--- src/rtl/legv8_pkg.sv ---
// legv8_pkg: shared state encoding, widths and the writeback bundle for the LEGv8 memory stage
package legv8_pkg;
    localparam int REG_W  = 5;
    localparam int DATA_W = 64;
    typedef enum logic {IDLE, ACCESS} state_e;
    typedef struct packed {
        logic              reg_write;
        logic              mem_to_reg;
        logic [REG_W-1:0]  rd;
        logic [DATA_W-1:0] alu_result;
        logic [DATA_W-1:0] read_data;
    } wb_t;
endpackage

--- src/rtl/dm_handshake.sv ---
// dm_handshake: req/ack data-memory FSM holding the request until acknowledged
module dm_handshake
    import legv8_pkg::*;
#(
    parameter int N = DATA_W
) (
    input  logic         clk,
    input  logic         reset,
    input  logic         accept,
    input  logic         mem_read,
    input  logic         mem_write,
    input  logic         misaligned,
    input  logic [N-1:0] addr,
    input  logic [N-1:0] wdata,
    input  logic         dm_ack,
    output logic         dm_req,
    output logic         dm_we,
    output logic [N-1:0] dm_addr,
    output logic [N-1:0] dm_wdata,
    output logic         stall,
    output logic         done
);
    state_e       state_q, state_d;
    logic         req_q, req_d;
    logic         we_q, we_d;
    logic [N-1:0] addr_q, addr_d;
    logic [N-1:0] wdata_q, wdata_d;
    logic         start;

    always_comb begin
        start   = accept & (mem_read | mem_write) & ~misaligned;
        state_d = state_q;
        req_d   = req_q;
        we_d    = we_q;
        addr_d  = addr_q;
        wdata_d = wdata_q;
        done    = (state_q == ACCESS) & dm_ack;
        if (state_q == IDLE && start) begin
            state_d = ACCESS;
            req_d   = 1'b1;
            we_d    = mem_write;
            addr_d  = addr;
            wdata_d = wdata;
        end else if (done) begin
            state_d = IDLE;
            req_d   = 1'b0;
        end
    end

    always_ff @(posedge clk) begin
        if (reset) begin
            state_q <= IDLE;
            req_q   <= 1'b0;
            we_q    <= 1'b0;
            addr_q  <= '0;
            wdata_q <= '0;
        end else begin
            state_q <= state_d;
            req_q   <= req_d;
            we_q    <= we_d;
            addr_q  <= addr_d;
            wdata_q <= wdata_d;
        end
    end

    assign stall    = (state_q == ACCESS);
    assign dm_req   = req_q;
    assign dm_we    = we_q;
    assign dm_addr  = addr_q;
    assign dm_wdata = wdata_q;
endmodule

--- src/rtl/memory_access.sv ---
// memory_access: LEGv8 memory stage with req/ack data bus; optional MISALIGN_CHECK_EN adds misaligned_M
module memory_access
    import legv8_pkg::*;
#(
    parameter int N = DATA_W
) (
    input  logic             clk,
    input  logic             reset,
    input  logic             valid_E,
    input  logic             MemRead_E,
    input  logic             MemWrite_E,
    input  logic             Branch_E,
    input  logic             RegWrite_E,
    input  logic             MemtoReg_E,
    input  logic [REG_W-1:0] rd_E,
    input  logic [N-1:0]     aluResult_E,
    input  logic [N-1:0]     writeData_E,
    input  logic [N-1:0]     PCBranch_E,
    input  logic             zero_E,
    output logic             stall_M,
    output logic             PCSrc_M,
    output logic [N-1:0]     PCBranch_M,
    output logic             dm_req,
    output logic             dm_we,
    output logic [N-1:0]     dm_addr,
    output logic [N-1:0]     dm_wdata,
    input  logic             dm_ack,
    input  logic [N-1:0]     dm_rdata,
`ifdef MISALIGN_CHECK_EN
    output logic             misaligned_M,
`endif
    output logic             valid_W,
    output logic             RegWrite_W,
    output logic             MemtoReg_W,
    output logic [REG_W-1:0] rd_W,
    output logic [N-1:0]     aluResult_W,
    output logic [N-1:0]     readData_W
);
    logic         accept, mem_op, mis, done;
    wb_t          hold_q, hold_d, wb_q, wb_d;
    logic         valid_q, valid_d;
    logic         pcsrc_q, pcsrc_d;
    logic [N-1:0] pcbranch_q, pcbranch_d;

    assign accept = valid_E & ~stall_M;
    assign mem_op = MemRead_E | MemWrite_E;

`ifdef MISALIGN_CHECK_EN
    logic mis_q;
    assign mis = accept & mem_op & (|aluResult_E[2:0]);
    always_ff @(posedge clk) mis_q <= reset ? 1'b0 : mis;
    assign misaligned_M = mis_q;
`else
    assign mis = 1'b0;
`endif

    dm_handshake #(.N(N)) u_hs (
        .clk       (clk),
        .reset     (reset),
        .accept    (accept),
        .mem_read  (MemRead_E),
        .mem_write (MemWrite_E),
        .misaligned(mis),
        .addr      (aluResult_E),
        .wdata     (writeData_E),
        .dm_ack    (dm_ack),
        .dm_req    (dm_req),
        .dm_we     (dm_we),
        .dm_addr   (dm_addr),
        .dm_wdata  (dm_wdata),
        .stall     (stall_M),
        .done      (done)
    );

    always_comb begin
        hold_d     = hold_q;
        wb_d       = wb_q;
        valid_d    = 1'b0;
        pcsrc_d    = accept & Branch_E & zero_E;
        pcbranch_d = accept ? PCBranch_E : pcbranch_q;
        if (accept && mem_op && !mis) begin
            // a write paired with a read wins, so the register write is suppressed
            hold_d = '{reg_write: RegWrite_E & ~(MemRead_E & MemWrite_E), mem_to_reg: MemtoReg_E,
                       rd: rd_E, alu_result: aluResult_E, read_data: '0};
        end else if (accept) begin
            valid_d = 1'b1;
            wb_d    = '{reg_write: RegWrite_E & ~mis, mem_to_reg: MemtoReg_E,
                        rd: rd_E, alu_result: aluResult_E, read_data: '0};
        end else if (done) begin
            valid_d        = 1'b1;
            wb_d           = hold_q;
            wb_d.read_data = dm_we ? '0 : dm_rdata;
        end
    end

    always_ff @(posedge clk) begin
        if (reset) begin
            hold_q     <= '0;
            wb_q       <= '0;
            valid_q    <= 1'b0;
            pcsrc_q    <= 1'b0;
            pcbranch_q <= '0;
        end else begin
            hold_q     <= hold_d;
            wb_q       <= wb_d;
            valid_q    <= valid_d;
            pcsrc_q    <= pcsrc_d;
            pcbranch_q <= pcbranch_d;
        end
    end

    assign valid_W     = valid_q;
    assign RegWrite_W  = valid_q & wb_q.reg_write;
    assign MemtoReg_W  = wb_q.mem_to_reg;
    assign rd_W        = wb_q.rd;
    assign aluResult_W = wb_q.alu_result;
    assign readData_W  = wb_q.read_data;
    assign PCSrc_M     = pcsrc_q;
    assign PCBranch_M  = pcbranch_q;
endmodule

--- config.mk ---
export PLATFORM = sky130hd
export DESIGN_NAME = memory_access
export DESIGN_NICKNAME = d
export VERILOG_FILES = /design/src/rtl/legv8_pkg.sv /design/src/rtl/dm_handshake.sv /design/src/rtl/memory_access.sv
export SDC_FILE = /design/constraint.sdc
export NUM_CORES = 1
export LEC_CHECK = 0
export CAP_MARGIN = 0
export CORE_AREA = 3 3 231 233
export DETAILED_ROUTE_END_ITERATION = 8
export DIE_AREA = 0 0 234 236
export SLEW_MARGIN = 25
export SYNTH_ARGS = -nofsm -noshare
export SYNTH_HDL_FRONTEND = slang
export SYNTH_SLANG_ARGS = --single-unit
--- constraint.sdc ---
create_clock -name clk -period 2.2 [get_ports clk]
set_input_delay 0.55 -clock clk [delete_from_list [all_inputs] [get_ports clk]]
set_output_delay 0.55 -clock clk [all_outputs]
set_load 0.01 [all_outputs]
After elaboration in Yosys (flattened, before gate mapping)
Index checks and enable logic that the tools add are counted.
Storage, ports and cells
  output and inout port bits: 332
  flip-flop bits (word level): 402
  logic and storage cells: 41
Operators by class
  mux-type cells: 7
  reduce and logical (&&, ||, !) cells: 6
  bitwise logic cells: 12
Operator list (number)
  135-bit two-way mux: 2
  64-bit two-way mux: 1
  1-bit bitwise AND: 8
  1-bit two-way mux: 4
  2-bit nonzero test: 2
  1-bit NOT: 3
  1-bit logical AND: 2
  2-bit AND reduction: 1
  2-bit OR reduction: 1
  1-bit bitwise OR: 1

Logic depth before layout (Yosys ltp)
  depth in word-level cells: 5
  depth in mapped cells: 7

Hierarchy
Synthesis repeated with hierarchy kept, for this count alone.
Second synthesis, totals
  cell total of the unflattened synthesis: 2028
  area total of the unflattened synthesis: 18681.7 um2
By module, submodules not included
  memory_access: times used 1, cells each 1462, area each 12881.1 um2
  dm_handshake: times used 1, cells each 566, area each 5800.6 um2

Least setup slack after synthesis
Ideal clock, no wire load.
  path kind: input to register
  start: in reset
  end: reg u_hs.addr_q[10] (netlist: u_hs.dm_addr[10])
  setup time: 132 ps
  setup slack: 446 ps
  data arrival time: 1622 ps
  stages: 5
  buffers on the path: 4
  required time: 2068 ps
  cell sequence: clkbuf_1 > buf_2 > clkbuf_1 > clkbuf_1 > a21oi_1
RTL lines
  start, declared: line memory_access.sv:8  | input logic reset,
  end signal, assigned: line dm_handshake.sv:61  | addr_q <= addr_d;
  end, declared: line dm_handshake.sv:26  | logic [N-1:0] addr_q, addr_d;
No word-level cell between the ends.

Final worst setup path
  start: reg u_hs.wdata_q[49] (netlist: u_hs.dm_wdata[49])
  end: out dm_wdata[49]
RTL lines
  start, declared: line dm_handshake.sv:27  | logic [N-1:0] wdata_q, wdata_d;
  start signal, assigned: line dm_handshake.sv:62  | wdata_q <= wdata_d;
  end, declared: line memory_access.sv:26  | output logic [N-1:0] dm_wdata,
No word-level cell between the ends.

==> results.py <==
metrics = {
    "floorplan": {
        "die-height_um": 236,
        "core-area_um2": 51410,
        "fp-row-count": 83,
        "initial_core_util_pct": 31.57,
        "floorplan.io_pins": 603,
        "die_width_um": 234,
        "floorplan.die_area_um2": 55220,
    },
    "setup_path": {
        "startpoint_class": "flop",
        "setup.reg_to_reg.worst_slack_ns": 0.55,
        "reg2reg_depth": 7,
        "top_fanout_value_on_the_critical_path": 2,
        "timing.critical_path.required_ns": 1.65,
        "worstPathArrival_ns": 1.60,
        "worst_setup_path_end_kind": "output pin",
        "r2r_start": "u_hs.stall$_SDFFE_PP0P_",
        "cp_slowest_cell": "sky130_fd_sc_hd__clkdlybuf4s50_1",
        "critPathTopFamily": "buffers and inverters",
        "critical_path.max_stage_delay_ns": 0.69,
        "reg2reg_to": "u_hs.dm_wdata[28]$_SDFFE_PP0P_",
        "worstPathCellList": "clkdlybuf4s50_1",
        "critical_path.n_buffers_inverters": 1,
        "path_class": "reg2out",
    },
    "clocking": {
        "cts_buffer_depth": 3,
        "clock-root-buffer": "sky130_fd_sc_hd__clkbuf_16",
        "tritoncts.num_buffers": 46,
        "post_cts_buffers": 0,
        "clk_pin_slew_ns": 0.06,
        "insertion_delay_ns": 0.58,
        "ctsHtreeMaxLevel": 2,
        "clock_sink_count": 402,
        "clock_tree_from_tritoncts": "yes",
    },
    "synth": {
        "synthCells": 1816,
        "synth_warnings": 0,
        "synth_area_per_cell_um2": 8.935,
        "postSynthRegisterBits": 402,
        "netlist_area_um2": 16230,
        "yosysUniqueCellTypes": 30,
        "mappedNetlistNets": 2087,
        "synth.yosys.seq_area_share_pct": 49.60,
    },
    "power": {
        "power.static_leakage_nw": 8.657,
        "overall_power_after_layout_mw": 19.01,
        "vdd.ir_drop.worst_mv": 0.5951,
        "power_density_nw_per_um2": 787.2,
    },
    "routing": {
        "ant_nets": 0,
        "iteration_0_drc_markers": 954,
        "post_drt_wl_per_cell_um": 19.84,
        "vias": 15049,
        "dr.pass1.iters": 5,
        "viasPerCell": 5.093,
        "wirelength_um": 58620,
        "drcViolationCount": 0,
    },
    "sta": {
        "tightest_slew_ns": 0.7271,
        "drv_slew": 0,
        "final_min_period_over_clock_period_pct": 97.61,
        "setup-violations-final": 0,
        "finalHoldWorstSlack_ns": 0.3119,
        "clock-skew-final_ns": 0.02111,
        "timing.max_slew.rel_slack_pct": 51.37,
        "fmaxAchievable_ghz": 0.4657,
        "unrepaired_setup_endpoints_after_global_routing": "false",
        "hold_fails_final_rpt": 0,
        "layout_min_cycle_time_ns": 2.147,
        "post-route-worst-setup-slack_ns": 0.05265,
    },
    "final_layout": {
        "final_core_util_pct": 46.99,
        "post_route_cells_drive_above_1_share_pct": 8.150,
        "post_layout_net_count": 2506,
        "area.growth.synth_to_final_pct": 48.85,
        "layoutNonFillerInstCount": 2955,
    },
    "run_status": {
        "status": "finished clean",
    },
    "min_path": {
        "hold_path_startpoint": "reset",
        "worst_hold_path_type": "in2reg",
        "timing.hold.worst_path_depth": 2,
        "endpoint_of_the_worst_hold_timing_path": "u_hs.dm_addr[2]$_SDFFE_PP0P_",
    },
    "placed_design": {
        "place_ws_ns": -0.1359,
        "gp_routability_congestion": 0.8061,
        "port_buffers": 602,
        "dp_cells": 2867,
        "post-dp-hpwl_um": 42150,
    },
    "job": {
        "maxCapViolCount": 0,
    },
    "global_routing": {
        "grt_max_degree": 138,
        "grt_overflow": 0,
        "number_of_antenna_violations_at_the_first_check_in_global_routing": 5,
        "groute.usage.overall_pct": 20.20,
        "first_global_vias": 14847,
        "grt_pass1_wl_um": 88420,
    },
}
## cells in the final DEF (no fill, tap or decap), types with 2 or more instances in the layout
master                            instances
sky130_fd_sc_hd__clkdlybuf4s50_1        596
sky130_fd_sc_hd__dfxtp_1                402
sky130_fd_sc_hd__a21oi_1                265
sky130_fd_sc_hd__o21ai_0                198
sky130_fd_sc_hd__nand3_1                135
sky130_fd_sc_hd__nand2_1                131
sky130_fd_sc_hd__nor2_1                  72
sky130_fd_sc_hd__mux2i_1                 71
sky130_fd_sc_hd__a221oi_1                71
sky130_fd_sc_hd__nor4b_1                 64
sky130_fd_sc_hd__a31o_1                  54
sky130_fd_sc_hd__buf_4                   50
sky130_fd_sc_hd__clkbuf_16               49
sky130_fd_sc_hd__buf_12                  44
sky130_fd_sc_hd__clkbuf_8                16
sky130_fd_sc_hd__clkbuf_1                12
sky130_fd_sc_hd__a31o_2                  10
sky130_fd_sc_hd__diode_2                  5
sky130_fd_sc_hd__dlygate4sd2_1            4
sky130_fd_sc_hd__nor2b_1                  2
sky130_fd_sc_hd__clkinv_2                 2
sky130_fd_sc_hd__bufinv_16                2
## report_power, final
group	switching, mW	internal, mW
Combinational	1.50	1.67
Clock	3.06	4.83
Sequential	0.228	7.73
## kinds of logic (layout without fill, tap and decap cells)
group | after synthesis | count (layout) | share of synthesized area, %
AO/OA/AOI/OAI | 601 | 601 | 21.69
other | 0 | 5 | 0
buffers and inverters | 325 | 779 | 11.34
multiplexers | 71 | 71 | 4.380
flip-flops | 402 | 402 | 49.60
AND/OR/NAND/NOR | 417 | 417 | 12.99
## through the flow
step	TNS, ns	cell area [um2]
after floorplan	0	16230
after global placement	-10.64	22570
after detailed placement	-14.03	22570
after CTS	0	24140
after global routing	0	24150
final	0	24150
## routing by layer
metal / track usage [%] / vias to the layer above / routed length (um)
met5: 0 / - / 13
met1: 24.08 / 7279 / 23510
li1: - / 7207 / -
met3: 6.884 / 93 / 4894
met4: 6.863 / 2 / 1747
met2: 33.82 / 468 / 28460
## registers in the layout (all words and copies together), names as in the netlist
| signal | cells |
|---|---|
| PCSrc_M | 1 |
| rd_W | 5 |
| readData_W | 64 |
| u_hs.dm_we | 1 |
| u_hs.stall | 1 |
| hold_q | 71 |
| u_hs.dm_addr | 64 |
| PCBranch_M | 64 |
| u_hs.dm_wdata | 64 |
| wb_q | 1 |
| aluResult_W | 64 |
| MemtoReg_W | 1 |
| valid_W | 1 |
## worst max-delay path by stage
stage / cells after the start / slack [ns] / endpoint / start
4_1_cts: 2 / 0.006 / RegWrite_W / wb_q[134]$_SDFFE_PP0P_
2_1_floorplan: 5 / 0.45 / u_hs.dm_addr[10]$_SDFFE_PP0P_ / reset
6_report: 1 / 0.05 / dm_wdata[49] / u_hs.dm_wdata[49]$_SDFFE_PP0P_
3_5_place_dp: 5 / -0.14 / aluResult_W[32]$_SDFFE_PP0P_ / valid_E
5_1_grt: 1 / 0.02 / aluResult_W[62] / aluResult_W[62]$_SDFFE_PP0P_
3_3_place_gp: 5 / -0.11 / aluResult_W[36]$_SDFFE_PP0P_ / valid_E
## Yosys cell counts (all sizes together)
library cell    n  area, um2
nor2           73      276.5
nor2b           3      18.77
o21ai         199      996.0
and2            2      12.51
nand2b          1      6.260
clkbuf        120      450.4
o311ai          1      8.760
nor4b          65      569.3
nor3            2      15.01
dfxtp         402       8048
nand2         132      503.0
buf           205       1390
or2             1      6.260
nand3b          1      7.510
a221oi         71      621.9
mux2i          71      710.7
a21oi         265       1326
a31oi           1      6.260
nand3         135      675.7
a31o           64      560.5
nor3b           1      7.510
or4b            1      10.01
## area by class of cell
type / count / area, um2
Sequential cell: 402 / 8048
Tap cell: 680 / 850.8
Clock inverter: 6 / 86.33
Clock buffer: 77 / 1491
Fill cell: 4858 / 27250
Timing Repair Buffer: 696 / 7284
Antenna cell: 5 / 12.51
Multi-Input combinational cell: 1089 / 6380
## repair_timing
action,CTS,global route
cloned,0,0
pin swaps,0,0
gates resized for setup,4,1
hold buffers,0,0
endpoints found under the setup margin,4,1
No activity file was read; power rests on OpenSTA's default activity.
